**config.mk**
```make
export PLATFORM = sky130hd
export DESIGN_NAME = piso_shift_register
export DESIGN_NICKNAME = d
export VERILOG_FILES = /design/src/rtl/piso_shift_register_pkg.sv /design/src/rtl/piso_shift_register.sv
export SDC_FILE = /design/constraint.sdc
export NUM_CORES = 1
export LEC_CHECK = 0
export CORE_AREA = 8 8 45 47
export DETAILED_ROUTE_END_ITERATION = 8
export DIE_AREA = 0 0 53 55
export PLACE_DENSITY = 0.42
export SETUP_SLACK_MARGIN = 0.2
export SYNTH_ARGS = -nofsm -noshare
export SYNTH_HDL_FRONTEND = slang
export SYNTH_SLANG_ARGS = --single-unit
```
**constraint.sdc**
```tcl
create_clock -name in_clk -period 0.8 [get_ports in_clk]
set_input_delay 0.16 -clock in_clk [delete_from_list [all_inputs] [get_ports in_clk]]
set_output_delay 0.16 -clock in_clk [all_outputs]
set_load 0.03 [all_outputs]
```
**src/rtl/piso_shift_register_pkg.sv**
```systemverilog
// piso_shift_register_pkg: default geometry shared by the PISO shift register and its users.
package piso_shift_register_pkg;

    localparam int DEFAULT_WIDTH     = 4;
    localparam bit DEFAULT_MSB_FIRST = 1'b1;

endpackage

```
**src/rtl/piso_shift_register.sv**
```systemverilog
// piso_shift_register: parallel-in/serial-out shift register; in_si fills the vacated end for chaining.
module piso_shift_register
    import piso_shift_register_pkg::*;
#(
    parameter int WIDTH     = DEFAULT_WIDTH,
    parameter bit MSB_FIRST = DEFAULT_MSB_FIRST
) (
    input  logic             in_clk,
    input  logic             in_rst,
    input  logic             in_s,
    input  logic             in_si,
    input  logic [WIDTH-1:0] in_l,
    output logic             o_q
);

    logic [WIDTH-1:0] sreg;
    logic [WIDTH-1:0] shifted;

    // Direction fixes both the shift expression and which end is tapped.
    generate
        if (MSB_FIRST) begin : g_msb
            assign shifted = {sreg[WIDTH-2:0], in_si};
            assign o_q     = sreg[WIDTH-1];
        end else begin : g_lsb
            assign shifted = {in_si, sreg[WIDTH-1:1]};
            assign o_q     = sreg[0];
        end
    endgenerate

    always_ff @(posedge in_clk) begin
        if (in_rst)
            sreg <= '0;
        else
            sreg <= in_s ? shifted : in_l;
    end

endmodule

```
---- Yosys cells after proc, flatten, opt, wreduce, memory -nomap -nowiden ----
Index checks and enable logic that the tools add are counted.
storage, ports and cells
  logic and storage cells ................. 2
  bits of input ports ..................... 8
  output and inout bits ................... 1
  register bits after elaboration ......... 4
operators by class
  muxes and demuxes ....................... 1
operators with widths
  kind               number
  4-bit two-way mux  1

---- Depth between registers and ports, before layout ----
Gate-level depths: netlist of run 1.
  depth after elaboration ................. 1
  depth in mapped cells ................... 3
  mapped depth without buffers ............ 2

---- Worst setup path after synthesis of run 1 ----
OpenSTA, ideal clock, no wires.
  kind .................................... input to register
  start ................................... in in_s
  end ..................................... reg sreg[0]
  required time ........................... 0.686 ns
  data arrival time ....................... 0.524 ns
  slack ................................... 0.162 ns
  setup time .............................. 0.114 ns
  cell stages on the path ................. 3
  buffers on the path ..................... 1
  cells stage by stage .................... clkbuf_2 > mux2i_1 > nor2_1
between the ends
  word-level cells in the longest chain between the ends .. 1
RTL lines
  element               RTL line                   RTL
  start, declared       piso_shift_register.sv:10  input logic in_s,
  4-bit two-way mux     piso_shift_register.sv:34  sreg <= in_s ? shifted : in_l;
  end signal, assigned  piso_shift_register.sv:34
  end, declared         piso_shift_register.sv:16  logic [WIDTH-1:0] sreg;
Every way passes these cells.
A chain may end at the register's enable or synchronous reset.

---- Final worst setup path of run 1 ----
  start ................................... reg sreg[3]
  end ..................................... out o_q
RTL lines
  element        RTL line                   RTL
  end, declared  piso_shift_register.sv:13  output logic o_q
No word-level cell between the ends.

==> results of run 1 <==
-- final timing paths --
path                                    startpoint            endpoint  depth (start not counted)
worst max-delay path            sreg[3]$_SDFF_PP0_                 o_q                          1
worst min-delay path                        in_rst  sreg[3]$_SDFF_PP0_                          2
worst max register to register  sreg[2]$_SDFF_PP0_  sreg[3]$_SDFF_PP0_                          2
worst min register to register  sreg[1]$_SDFF_PP0_  sreg[2]$_SDFF_PP0_                          2
-- repair_timing --
action / 4_1_cts / 5_1_grt
endpoints found under the hold margin: 0 / 0
pin swaps: 4 / 3
resized for setup: 10 / 1
setup endpoints to repair: 5 / 4
setup buffers: 0 / 0
-- area by class of cell --
cell class	count	area share, %
timing repair buffer	8	29.4
tap	16	7.84
sequential	4	32.4
clock buffer	3	8.82
multi-input combinational	8	21.6
-- synthesized netlist by cell type --
master | instances | share of area [%]
clkbuf_2 | 1 | 3.6
mux2i_1 | 4 | 29
nor2_1 | 4 | 11
dfxtp_1 | 4 | 57
-- through the flow --
stage	TNS [ns]	util, %	instances	power (mW)
after floorplan	0	-	13	0.252
after global placement	-1.35	16.9	36	0.290
after detailed placement	-1.38	16.9	36	0.290
after CTS	-0.0433	18.4	39	0.537
after global routing	-0.0646	18.4	39	0.573
final	-0.0302	18.4	39	0.524
-- cells by family (layout without fill, tap and decap cells) --
family        Yosys count  in the layout  synth area share, %
buf+inv                 1             11                 3.57
flops                   4              4                 57.1
simple gates            4              4                 10.7
mux                     4              4                 28.6
-- power by group through the flow --
stage	Sequential, mW	Combinational [mW]	Clock [mW]
CTS	0.218	0.0610	0.259
floorplan	0.225	0.0266	0
global route	0.219	0.0655	0.289
finish	0.218	0.0595	0.247
detailed placement	0.220	0.0702	0
global placement	0.220	0.0696	0
-- per-layer routing --
metal / share of wire (%) / up-vias
li1: - / 64
met1: 45 / 53
met2: 31 / 11
met3: 17 / 4
met4: 5.8 / 0
met5: 0 / -
==> results.cfg, run 1 <==
[critical_path]
crit_path_start_kind = flop
critical-path-max-stage-delay_ns = 0.31
crit_type = flop to output pin
arrival_ns = 0.67
critPathCaptureType = output pin
timing.critical_path.buf_inv = 1
cp_max_fo = 1
crit_slowest_cell = dfxtp_2
crit_family = flip-flops
path_cells = buf_6
worstPathRequired_ns = 0.64
reg2reg_setup_slack_ns = 0.22

[routing]
vias_per_cell = 3.38
vias = 132
drc = 0
first_pass_iters = 1
drt-initial-drc-count = 0
wl_um = 343
ant_nets = 0
wl_per_cell_um = 8.79

[status]
violations = setup timing
outcome = complete, but fails checks

[timing]
relSlewSlack_pct = 91.3
rsz0062_at_grt = true
final_max_slew_viol_count = 0
setup_viol = 1
fin_crit_sh_pct = 104
fmax_ghz = 1.20
finalHoldViolCount = 0
fin_crit_ns = 0.830
setup_ws_ns = -0.0302
whs_ns = 0.281
skew_ns = 0.00410
tightest_slew_ns = 0.126

[clock_network]
numCtsBuffers = 3
cts_root_buffer = clkbuf_4
cts_tree = done
cts.path.max_buffers = 2
cts-hold-fix-buffers = 0
clk_pin_slew_ns = 0.04
cts_sinks = 4
insertion_delay_ns = 0.23
ctsHtreeMaxLevel = 1

[die]
core_mm2 = 0.00138
die_area_mm2 = 0.00292
fp.dieW_um = 53
start_util_pct = 10.1
fp-row-count = 14
boundaryPins = 9
die_h_um = 55

[power]
switching_share_pct = 20.3
pwr-share-clk_pct = 47.0
cell_internal_pwr_mw = 0.418
p_per_area_mw_per_mm2 = 2050
combPwrFrac_pct = 11.4
p_leak_nw = 0.121
peakVddDrop_mv = 0.846
p_switching_mw = 0.106
sequentialPowerShare_pct = 41.6

[placement]
dp_slack_ns = -0.351
gp_congestion = 0.542
io_buffers = 8
dpl_cell_area_um2 = 234

[layout]
largest_reg_flops = 4
final_common_cell = dlygate4sd2_1
antenna_cells = 0
multiInputGateArea_um2 = 55.1
drive_gt1_share_pct = 30.4
stdcell_area_um2 = 255
mostFrequentLayoutCells = 6 x dlygate4sd2_1, 4 x mux2i_1, 4 x nor2_1
nets = 33
largest_register = sreg
areaGrowthSynthToFinish_pct = 82.1
seqCellArea_um2 = 82.6
fill_cells = 148
biggestRegsByFlops = sreg: 4 flops

[global_route]
grt_usage_pct = 3.33
grt.busiest_layer = met4
grt_remaining_overflow = 0
use_met1_pct = 2.58
gr-usage-met3_pct = 4.81
grt_max_degree = 5
antenna_found_initial = 0
grt_pass1_vias = 145
grt_pass1_wl_um = 552
use_met2_pct = 2.73

[synth]
ys_seq_area_share_pct = 57.1
syn_avg_cell_area_um2 = 10.8
syn-cell-area_um2 = 140
synth_seq_cells = 4
yosys_warnings = 0
ys_types = 4
syn_inst = 13
synth_fp_nets = 21

[worst_hold_path]
min_path_type = input port to flop

[run]
cap_violations = 0
Power figures use the tool's default switching activity.
==> run 2, diff against run 1 <==
--- a/config.mk
+++ b/config.mk
@@ -6,6 +6,7 @@
 export NUM_CORES = 1
 export LEC_CHECK = 0
 export CORE_AREA = 8 8 45 47
+export CTS_CLUSTER_DIAMETER = 50
 export DETAILED_ROUTE_END_ITERATION = 8
 export DIE_AREA = 0 0 53 55
 export PLACE_DENSITY = 0.42
==> results of run 2 <==
No change in the layout: final DEF, timing and power equal those of run 1.
==> run 3, diff against run 2 <==
--- a/config.mk
+++ b/config.mk
@@ -11,6 +11,7 @@
 export DIE_AREA = 0 0 53 55
 export PLACE_DENSITY = 0.42
 export SETUP_SLACK_MARGIN = 0.2
+export SLEW_MARGIN = 20
 export SYNTH_ARGS = -nofsm -noshare
 export SYNTH_HDL_FRONTEND = slang
 export SYNTH_SLANG_ARGS = --single-unit
==> results of run 3 <==
No change in the layout: final DEF, timing and power equal those of run 1.
